<file path="src/rtl/vend_engine_multi.sv">
// Multi-item vending engine: coin credit with ceiling, purchase settlement against per-item
// stock, greedy coin-by-coin change payout, cancel/timeout refund and error hold.
module vend_engine_multi #(
  parameter int unsigned NUM_ITEMS   = 4,
  parameter int unsigned SEL_W       = 2,
  parameter int unsigned CREDIT_W    = 8,
  parameter int unsigned STOCK_W     = 4,
  parameter int unsigned MAX_STOCK   = 9,
  parameter int unsigned MAX_CREDIT  = 99,
  parameter int unsigned TIMEOUT_CYC = 1000,
  parameter int unsigned ERR_HOLD    = 16
) (
  input  logic                          clk,
  input  logic                          rst,
  input  logic                          coin_pulse,
  input  logic [CREDIT_W-1:0]           coin_value,
  input  logic                          purchase,
  input  logic                          cancel,
  input  logic                          restock,
  input  logic [SEL_W-1:0]              item_sel,
  input  logic [NUM_ITEMS*CREDIT_W-1:0] price_flat,
  input  logic                          chg_ready,
  output logic                          chg_valid,
  output logic [2:0]                    chg_coin,
  output logic [CREDIT_W-1:0]           credit,
  output logic [2:0]                    state,
  output logic                          vend_pulse,
  output logic [SEL_W-1:0]              vend_item,
  output logic                          coin_reject,
  output logic                          error_pulse,
  output logic [1:0]                    err_code,
  output logic [STOCK_W-1:0]            stock_sel,
  output logic [NUM_ITEMS-1:0]          sold_out_mask
);

  typedef enum logic [2:0] {
    StIdle   = 3'd0,
    StCredit = 3'd1,
    StVend   = 3'd2,
    StChange = 3'd3,
    StError  = 3'd4
  } state_e;

  // One counter serves both the CREDIT inactivity timer and the ERROR hold timer.
  localparam int unsigned CntMax = (TIMEOUT_CYC > ERR_HOLD) ? TIMEOUT_CYC : ERR_HOLD;
  localparam int unsigned CntW   = $clog2(CntMax + 1);
  localparam logic [CntW-1:0] TimeoutLast = CntW'(TIMEOUT_CYC - 1);
  localparam logic [CntW-1:0] HoldLast    = CntW'(ERR_HOLD - 1);
  localparam logic [CREDIT_W:0] MaxCreditW = (CREDIT_W + 1)'(MAX_CREDIT);

  state_e                state_q, state_d;
  logic [CREDIT_W-1:0]   credit_q, credit_d;
  logic [CntW-1:0]       cnt_q, cnt_d;
  logic [SEL_W-1:0]      item_q, item_d;
  logic [CREDIT_W-1:0]   price_q, price_d;
  logic [1:0]            err_code_q, err_code_d;
  logic                  coin_reject_q, coin_reject_d;
  logic [STOCK_W-1:0]    stock_q [NUM_ITEMS];
  logic [STOCK_W-1:0]    stock_d [NUM_ITEMS];

  logic [STOCK_W-1:0]    sel_stock;
  logic [CREDIT_W-1:0]   sel_price;
  logic [CREDIT_W:0]     coin_sum;
  logic                  coin_fits;
  logic [2:0]            greedy_coin;
  logic [CREDIT_W-1:0]   chg_remain;

  always_comb begin
    sel_stock = '0;
    sel_price = '0;
    for (int unsigned i = 0; i < NUM_ITEMS; i++) begin
      if (item_sel == SEL_W'(i)) begin
        sel_stock = stock_q[i];
        sel_price = price_flat[i*CREDIT_W +: CREDIT_W];
      end
    end
  end

  always_comb begin
    coin_sum  = {1'b0, credit_q} + {1'b0, coin_value};
    coin_fits = (coin_sum <= MaxCreditW);
    if (credit_q >= CREDIT_W'(5)) begin
      greedy_coin = 3'd5;
    end else if (credit_q >= CREDIT_W'(2)) begin
      greedy_coin = 3'd2;
    end else begin
      greedy_coin = 3'd1;
    end
    chg_remain = credit_q - CREDIT_W'(greedy_coin);
  end

  always_ff @(posedge clk) begin
    if (rst) begin
      state_q <= StIdle;
    end else begin
      state_q <= state_d;
    end
  end

  always_ff @(posedge clk) begin
    if (rst) begin
      credit_q      <= '0;
      cnt_q         <= '0;
      item_q        <= '0;
      price_q       <= '0;
      err_code_q    <= '0;
      coin_reject_q <= 1'b0;
      for (int unsigned i = 0; i < NUM_ITEMS; i++) begin
        stock_q[i] <= STOCK_W'(MAX_STOCK);
      end
    end else begin
      credit_q      <= credit_d;
      cnt_q         <= cnt_d;
      item_q        <= item_d;
      price_q       <= price_d;
      err_code_q    <= err_code_d;
      coin_reject_q <= coin_reject_d;
      for (int unsigned i = 0; i < NUM_ITEMS; i++) begin
        stock_q[i] <= stock_d[i];
      end
    end
  end

  always_comb begin
    state_d       = state_q;
    credit_d      = credit_q;
    cnt_d         = '0;
    item_d        = item_q;
    price_d       = price_q;
    err_code_d    = err_code_q;
    coin_reject_d = 1'b0;
    for (int unsigned i = 0; i < NUM_ITEMS; i++) begin
      stock_d[i] = stock_q[i];
    end

    unique case (state_q)
      StIdle: begin
        if (coin_pulse) begin
          if (coin_fits) begin
            credit_d = coin_sum[CREDIT_W-1:0];
            state_d  = StCredit;
          end else begin
            coin_reject_d = 1'b1;
          end
        end
      end
      StCredit: begin
        if (cancel) begin
          coin_reject_d = coin_pulse;
          state_d       = StChange;
        end else if (coin_pulse) begin
          if (coin_fits) begin
            credit_d = coin_sum[CREDIT_W-1:0];
          end else begin
            coin_reject_d = 1'b1;
          end
        end else if (purchase) begin
          item_d  = item_sel;
          price_d = sel_price;
          if (sel_stock == '0) begin
            state_d    = StError;
            err_code_d = 2'd1;
          end else if (credit_q < sel_price) begin
            state_d    = StError;
            err_code_d = 2'd2;
          end else begin
            state_d = StVend;
          end
        end else if (cnt_q == TimeoutLast) begin
          state_d = StChange;
        end else begin
          cnt_d = cnt_q + CntW'(1);
        end
      end
      StVend: begin
        coin_reject_d = coin_pulse;
        credit_d      = credit_q - price_q;
        state_d       = (credit_q != price_q) ? StChange : StIdle;
        for (int unsigned i = 0; i < NUM_ITEMS; i++) begin
          if (item_q == SEL_W'(i) && stock_q[i] != '0) begin
            stock_d[i] = stock_q[i] - STOCK_W'(1);
          end
        end
      end
      StChange: begin
        coin_reject_d = coin_pulse;
        if (credit_q == '0) begin
          state_d = StIdle;
        end else if (chg_ready) begin
          credit_d = chg_remain;
          if (chg_remain == '0) begin
            state_d = StIdle;
          end
        end
      end
      StError: begin
        coin_reject_d = coin_pulse;
        if (cnt_q == HoldLast) begin
          state_d = (credit_q != '0) ? StCredit : StIdle;
        end else begin
          cnt_d = cnt_q + CntW'(1);
        end
      end
      default: state_d = StIdle;
    endcase

    // Restock overrides any decrement made by a coincident VEND.
    if (restock) begin
      for (int unsigned i = 0; i < NUM_ITEMS; i++) begin
        stock_d[i] = STOCK_W'(MAX_STOCK);
      end
    end
  end

  always_comb begin
    state       = state_q;
    credit      = credit_q;
    chg_valid   = (state_q == StChange) && (credit_q != '0);
    chg_coin    = chg_valid ? greedy_coin : 3'd0;
    vend_pulse  = (state_q == StVend);
    vend_item   = vend_pulse ? item_q : '0;
    error_pulse = (state_q == StError) && (cnt_q == '0);
    err_code    = err_code_q;
    coin_reject = coin_reject_q;
    stock_sel   = sel_stock;
    for (int unsigned i = 0; i < NUM_ITEMS; i++) begin
      sold_out_mask[i] = (stock_q[i] == '0);
    end
  end

endmodule

</file>
<file path="config.mk">
export PLATFORM = sky130hd
export DESIGN_NAME = vend_engine_multi
export DESIGN_NICKNAME = d
export VERILOG_FILES = /design/src/rtl/vend_engine_multi.sv
export SDC_FILE = /design/constraint.sdc
export NUM_CORES = 1
export LEC_CHECK = 0
export BUFFER_PORTS_ARGS = -buffer_cell sky130_fd_sc_hd__buf_2
export CORE_ASPECT_RATIO = 0.6
export CORE_MARGIN = 4
export CORE_UTILIZATION = 33
export CTS_CLUSTER_DIAMETER = 30
export DETAILED_ROUTE_END_ITERATION = 16
export PLACE_DENSITY_LB_ADDON = 0.25
export SYNTH_ARGS = -nofsm -noshare
export SYNTH_HDL_FRONTEND = slang
export SYNTH_SLANG_ARGS = --single-unit
export TNS_END_PERCENT = 100
</file>
<file path="constraint.sdc">
create_clock -name clk -period 7.3 [get_ports clk]
set_input_delay 0.365 -clock clk [delete_from_list [all_inputs] [get_ports clk]]
set_output_delay 0.365 -clock clk [all_outputs]
set_load 0.005 [all_outputs]
</file>
==> impl_metrics.ini, run 1 <==
[logic_synthesis]
ys_types = 58
yosys_warnings = 0
synth_top_cell_by_area = dfxtp_1
syn_inst = 459
syn_area_sq_um = 3850
synth-edff-count = 0
avgSynthCellArea_sq_um = 8.39
synthFlopType = dfxtp_1
synth_area_leaders = dfxtp_1 26%, ha_1 10%, mux4_2 7.0%
synthArstFlopShare_pct = 0
synth_fp_nets = 543
synth_top_area_share_pct = 26.0
seq_area_frac_synth_pct = 26.0
ys_seq_elements = 50

[final_layout]
fin_nets = 612
fillers = 1173
syn_to_final_growth_pct = 17.3
multi_input_area_sq_um = 2630
antenna_cells = 0
seqCellArea_sq_um = 1000
drive_above_1_share_pct = 21.6

[place]
hpwl_um = 8510
io_buffers = 78
dp_slack_ns = 3.84
gp_routability_congestion = 0.906

[clocking]
post_cts_buffers = 0
cts_buffer_depth = 2
clock_sinks = 50
cts_root_buffer = clkbuf_16
clkLatencyLatePin_ns = 0.30
cts_buffers = 5
htree_levels = 2
clk_pin_slew_ns = 0.07
holdBufCountCts = 0
cts_resized = 0
cts_tree = built

[detailed_routing]
drt-pass1-iter-count = 4
via_count = 3518
via_per_inst = 5.11
wirelength_um = 10700
wl_per_cell_um = 15.6
drtIter0Drc = 224
drc = 0
postRouteAntennaNets = 0

[timing]
slew_violations = 0
period_needed_ns = 3.48
rsz0062_at_grt = false
finClkSkew_ns = 0.00643
tightest_slew_ns = 0.830
clock.fmax_mhz = 287
setup-tns-final_ns = 0
slew_headroom_pct = 44.6
hold_viol = 0
min_period_over_period_pct = 47.7
finalSetupViolations = 0
setup_ws_ns = 3.82

[worst_setup_path]
cp.arrival_ns = 3.70
path_class = flip-flop to flip-flop
crit_chain = o31ai_1 -> ha_1 -> inv_1 -> fa_1 -> a211oi_1 -> xnor2_1 -> nand4_1 -> nor3_1 -> nor2_1 -> o31a_1 -> a211oi_1
reg2reg_depth = 11
critPathMaxFanout = 12
crit_path_top_delay_cell = o31ai_1
end_kind = flip-flop
crit_required_ns = 7.52
critPathMostFrequentCell = a211oi_1
critPathMaxStageDelay_ns = 0.78
startpoint_type = flip-flop

[grt]
grt_pass1_vias = 3489
grt_overflow = 0
grt_usage_pct = 16.3
grt_pass1_wl_um = 17800
antenna_found_initial = 0
grt_max_degree = 28

[die]
io_pins = 79
die_w_um = 147
dieHeight_um = 91.7
core-area_sq_um = 11300
placementRows = 30
die-area_sq_um = 13500
initial_core_util_pct = 34.0

[flow_run]
maxCapViolations = 0

[run_status]
status = complete, no violations

[min_path]
hp-class = input pin to flip-flop
holdPathStages = 3

[power_and_ir_drop]
peakVddDrop_mv = 0.153
p_per_area_nw_per_um2 = 368
p_leak_nw = 1.95
layout by cell type (no fill, tap or decap), drive strengths merged, types with 6 or more instances in the layout:
cell	n
nand3	11
mux4	12
nor3	14
xor2	11
dfxtp	50
nand4	7
ha	32
nor2b	8
o21ai	15
a21oi	28
clkbuf	6
xnor2	22
inv	38
a211oi	16
mux2i	7
buf	78
nor2	71
and3	10
nand2	30
synthesized netlist by cell type (4+ instances only):
master    count
buf_2         4
inv_1        37
mux2i_1       7
nand2_1      30
xor2_1       11
a211oi_2      5
nor2b_1       8
nand4_1       7
a211oi_1     11
nor3b_1       4
a31oi_1       4
mux4_2       12
o21a_1        4
nor4_1        5
clkbuf_1      7
nand3_1      11
ha_1         32
nor2_1       71
xnor2_1      22
a21oi_1      28
o21ai_0      12
and3_1       10
nor3_1       13
dfxtp_1      50
critical path: cells and delay by family (launching register included):
kind	cells	cell delay, ns
XOR/XNOR	1	0.18
flip-flops	1	0.49
AND/OR/NAND/NOR	3	0.43
AO/OA/AOI/OAI	4	1.55
adder cells (fa/ha/maj)	2	0.69
buffers and inverters	1	0.05
registers in the layout, indices dropped and copies added, names as in the netlist:
| register | count |
|---|---|
| credit | 8 |
| err_code | 2 |
| state | 3 |
| item_q | 2 |
| cnt_q | 10 |
| stock_q | 16 |
| coin_reject | 1 |
| price_q | 8 |
where the power goes:
part	switching [mW]	internal (mW)	leakage [nW]
clock	0.113	0.138	0.0735
combinational	0.584	0.447	1.47
sequential	0.0793	0.300	0.405
total	0.777	0.886	1.95
final timing paths:
path | from | to | slack [ns]
hold reg to reg | cnt_q[0]$_SDFF_PP0_ | cnt_q[0]$_SDFF_PP0_ | 0.47
setup / recovery | credit[1]$_SDFFE_PP0P_ | state[0]$_SDFFE_PP0P_ | 3.82
setup reg to reg | credit[1]$_SDFFE_PP0P_ | state[0]$_SDFFE_PP0P_ | 3.82
hold / removal | restock | stock_q[3][3]$_SDFFE_PP1P_ | 0.39
metrics by stage:
step           instances  cell area [sq um]  utilization (%)  hold slack, ns  power [mW]
5_1_grt              689               4520             39.8           0.413        1.81
3_3_place_gp         681               4360             38.5           0.448        1.39
4_1_cts              689               4520             39.8           0.379        1.66
3_5_place_dp         681               4360             38.5           0.457        1.39
2_1_floorplan        459               3850                -           0.426        1.15
6_report             689               4520             39.8           0.385        1.66
logic make-up after synthesis:
family,after synthesis,synth area share (%)
AO/OA/AOI/OAI,91,16.7
XOR/XNOR,33,7.51
adder cells (fa/ha/maj),35,12.0
buffers and inverters,53,5.69
flip-flops,50,26.0
multiplexers,19,8.84
AND/OR/NAND/NOR,178,23.3
metal layers:
metal	global-route usage [%]	vias up	share of wire, %
li1	-	1784	-
met1	24.4	1658	53
met2	23.0	66	41
met3	4.84	10	5.3
met4	3.41	0	0.88
met5	0	-	0
final cells by class:
cell class	count	area share, %
clock inverter	2	0.360
sequential	50	22.2
timing repair buffer	78	8.65
clock buffer	6	3.08
multi-input combinational	356	58.2
tap	160	4.43
inverter	37	3.08
Power figures use the tool's default switching activity.
==> run 2, diff against run 1 <==
Settings changed: ABC_AREA set to 1.
Clock period 7.3 ns to 3.2 ns, I/O delays scaled along.
==> run 2 against run 1 <==
Compared with the run above: design area grew 1.7%; clock power grew 120%; synthesized cell count grew 22%; register-to-register slack lost 3.5 ns; clock-buffer cell count is the same; core utilization grew 0.80 points; via count grew 13%; final cell count grew 17%; die area shrank 0.93%; total power grew 120%; synthesized area shrank 1.0%; critical path type unchanged.
==> impl_metrics.ini, run 2 <==
[logic_synthesis]
ys_seq_elements = 50
synthTopCellsByCount = 106 x nand2_1, 77 x inv_1, 63 x a21oi_1, 53 x nor2_1, 50 x dfxtp_1
synth_most_common_cell = nand2_1
seq_area_frac_synth_pct = 26.3
synthArstFlopShare_pct = 0
synth_top_cell_by_area = dfxtp_1
synthFlopType = dfxtp_1
avgSynthCellArea_sq_um = 6.83
synth_fp_nets = 642
ys_types = 44
yosys_warnings = 0
synth_area_leaders = dfxtp_1 26%, ha_1 11%, nand2_1 10%
syn_inst = 558
synth_top_area_share_pct = 26.3
syn_area_sq_um = 3810
synth-edff-count = 0

[power_and_ir_drop]
p_sw_share_pct = 48.4
seqPwrFrac_pct = 21.5
internal_power_mw = 1.87
p_leak_nw = 2.15
p_per_area_nw_per_um2 = 787
clkPwrFrac_pct = 15.1
peakVddDrop_mv = 0.365
p_sw_mw = 1.75
combPwrFrac_pct = 63.4

[final_layout]
fin_nets = 729
syn_to_final_growth_pct = 20.5
final_common_cell = nand2_1
largest_register_ffs = 16
postLayoutCoreUtil_pct = 40.6
drive_above_1_share_pct = 18.4
top_register = stock_q
antenna_cells = 0
biggestRegsByFlops = stock_q: 16 flops, cnt_q: 10 flops
mostFrequentLayoutCells = 106 x nand2_1, 78 x buf_2, 77 x inv_1

[worst_setup_path]
crit_chain = inv_1 -> nand3_1 -> nor2_1 -> o21ai_0 -> buf_4 -> fa_1 -> nand2_1 -> nand2_1 -> xor2_1 -> nor4_1 -> nand3b_1 -> nand2_1 -> nand2_1 -> nor2_1 -> nand2_1 -> a21oi_1
path_class = flip-flop to flip-flop
critPathMaxFanout = 8
r2r_slack_ns = 0.28
end_kind = flip-flop
crit_family = simple AND/OR/NAND/NOR gates
cp.arrival_ns = 3.14
crit_required_ns = 3.43
cp.buffers_inverters = 2
crit_path_top_delay_cell = fa_1
critPathMaxStageDelay_ns = 0.42
startpoint_type = flip-flop
critPathMostFrequentCell = nand2_1

[clocking]
cts_buffer_depth = 2
cts_buffers = 5
htree_levels = 2
cts_resized = 0
holdBufCountCts = 0
clkLatencyLatePin_ns = 0.29
post_cts_buffers = 0
clock_sinks = 50
clk_pin_slew_ns = 0.07
cts_root_buffer = clkbuf_16
cts_tree = built

[die]
io_pins = 79
placementRows = 30
die-area_sq_um = 13400
core-area_sq_um = 11300
dieHeight_um = 91.2
initial_core_util_pct = 33.7
die_w_um = 147

[timing]
hold_viol = 0
clock.fmax_mhz = 343
tightest_slew_ns = 0.803
period_needed_ns = 2.92
slew_headroom_pct = 46.0
finClkSkew_ns = 0.00740
rsz0062_at_grt = false
slew_violations = 0
min_period_over_period_pct = 91.1
finalSetupViolations = 0
setup-tns-final_ns = 0

[min_path]
hp-class = input pin to flip-flop

[grt]
antenna_found_initial = 0
grt_max_degree = 21
grt_overflow = 0
grt_usage_pct = 17.5
grt_pass1_vias = 3693
grt_pass1_wl_um = 19100

[place]
hpwl_um = 9490
io_buffers = 78
gp_routability_congestion = 0.951

[detailed_routing]
wl_per_cell_um = 14.4
wirelength_um = 11600
via_per_inst = 4.95
postRouteAntennaNets = 0
drtIter0Drc = 286
drc = 0
drt-pass1-iter-count = 5
via_count = 3987

[run_status]
status = complete, no violations

[flow_run]
maxCapViolations = 0
run 2: changes by cell type in the layout (fill, tap and decap cells not counted), sizes merged, moves of 14 or more:
cell	before	now
a21oi	28	63
inv	38	84
nand2	30	106
nand3	11	36
nor2	71	57
o21ai	15	35
xnor2	22	3
run 2: worst reg2reg max path, cell delays in order (launching register included):
cell      delay, ns
dfxtp_1        0.39
inv_1          0.15
nand3_1        0.09
nor2_1         0.18
o21ai_0        0.19
buf_4          0.20
fa_1           0.42
nand2_1        0.08
nand2_1        0.08
xor2_1         0.16
nor4_1         0.29
nand3b_1       0.12
nand2_1        0.11
nand2_1        0.08
nor2_1         0.14
nand2_1        0.06
a21oi_1        0.13
run 2: power by group through the flow:
stage	combinational [mW]	clock, mW	sequential [mW]
after CTS	2.25	0.562	0.778
final	2.29	0.546	0.777
after global routing	2.57	0.590	0.793
after floorplan	1.55	0	0.828
after global placement	2.23	0	0.786
after detailed placement	2.24	0	0.792
run 2: stage by stage:
stage          cell area, sq um  setup WS (ns)  power [mW]  hold WS, ns  cells
5_1_grt                    4590       0.000860        3.96        0.154    806
3_5_place_dp               4440          0.315        3.03        0.454    798
2_1_floorplan              3810          0.435        2.38        0.229    558
3_3_place_gp               4440          0.441        3.02        0.447    798
6_report                   4590          0.284        3.61        0.147    806
4_1_cts                    4590          0.304        3.59        0.139    806
run 2: cells by family after synthesis:
kind of cell | count (synthesis) | synth area share [%]
AOI/OAI and AO/OA | 124 | 18.4
xor gates and xnor gates | 19 | 4.37
adders and majority gates | 35 | 12.1
buffers and inverters | 92 | 9.23
DFF | 50 | 26.3
and+or+nand+nor | 238 | 29.6
run 2: final timing paths:
kind,from,to,depth (start not counted)
max reg2reg,credit[3]$_SDFFE_PP0P_,state[0]$_SDFFE_PP0P_,16
max,credit[3]$_SDFFE_PP0P_,state[0]$_SDFFE_PP0P_,16
min,rst,state[0]$_SDFFE_PP0P_,2
min reg2reg,cnt_q[0]$_SDFF_PP0_,cnt_q[0]$_SDFF_PP0_,1
run 2: area by class of cell:
| class | instances | area [sq um] |
|---|---|---|
| Timing Repair Buffer | 87 | 458 |
| Clock inverter | 2 | 12.5 |
| Multi-Input combinational cell | 416 | 2460 |
| Clock buffer | 6 | 139 |
| Tap cell | 160 | 200 |
| Inverter | 85 | 322 |
| Sequential cell | 50 | 1000 |
| Fill cell | 1219 | 6710 |
run 2: routing by layer:
metal / share of wire (%) / GRT usage [%] / wire, um
met5: 0 / 0 / 0
met2: 39 / 24.5 / 4500
met3: 6.7 / 4.39 / 775
met1: 54 / 27.4 / 6280
met4: 0.51 / 2.11 / 59
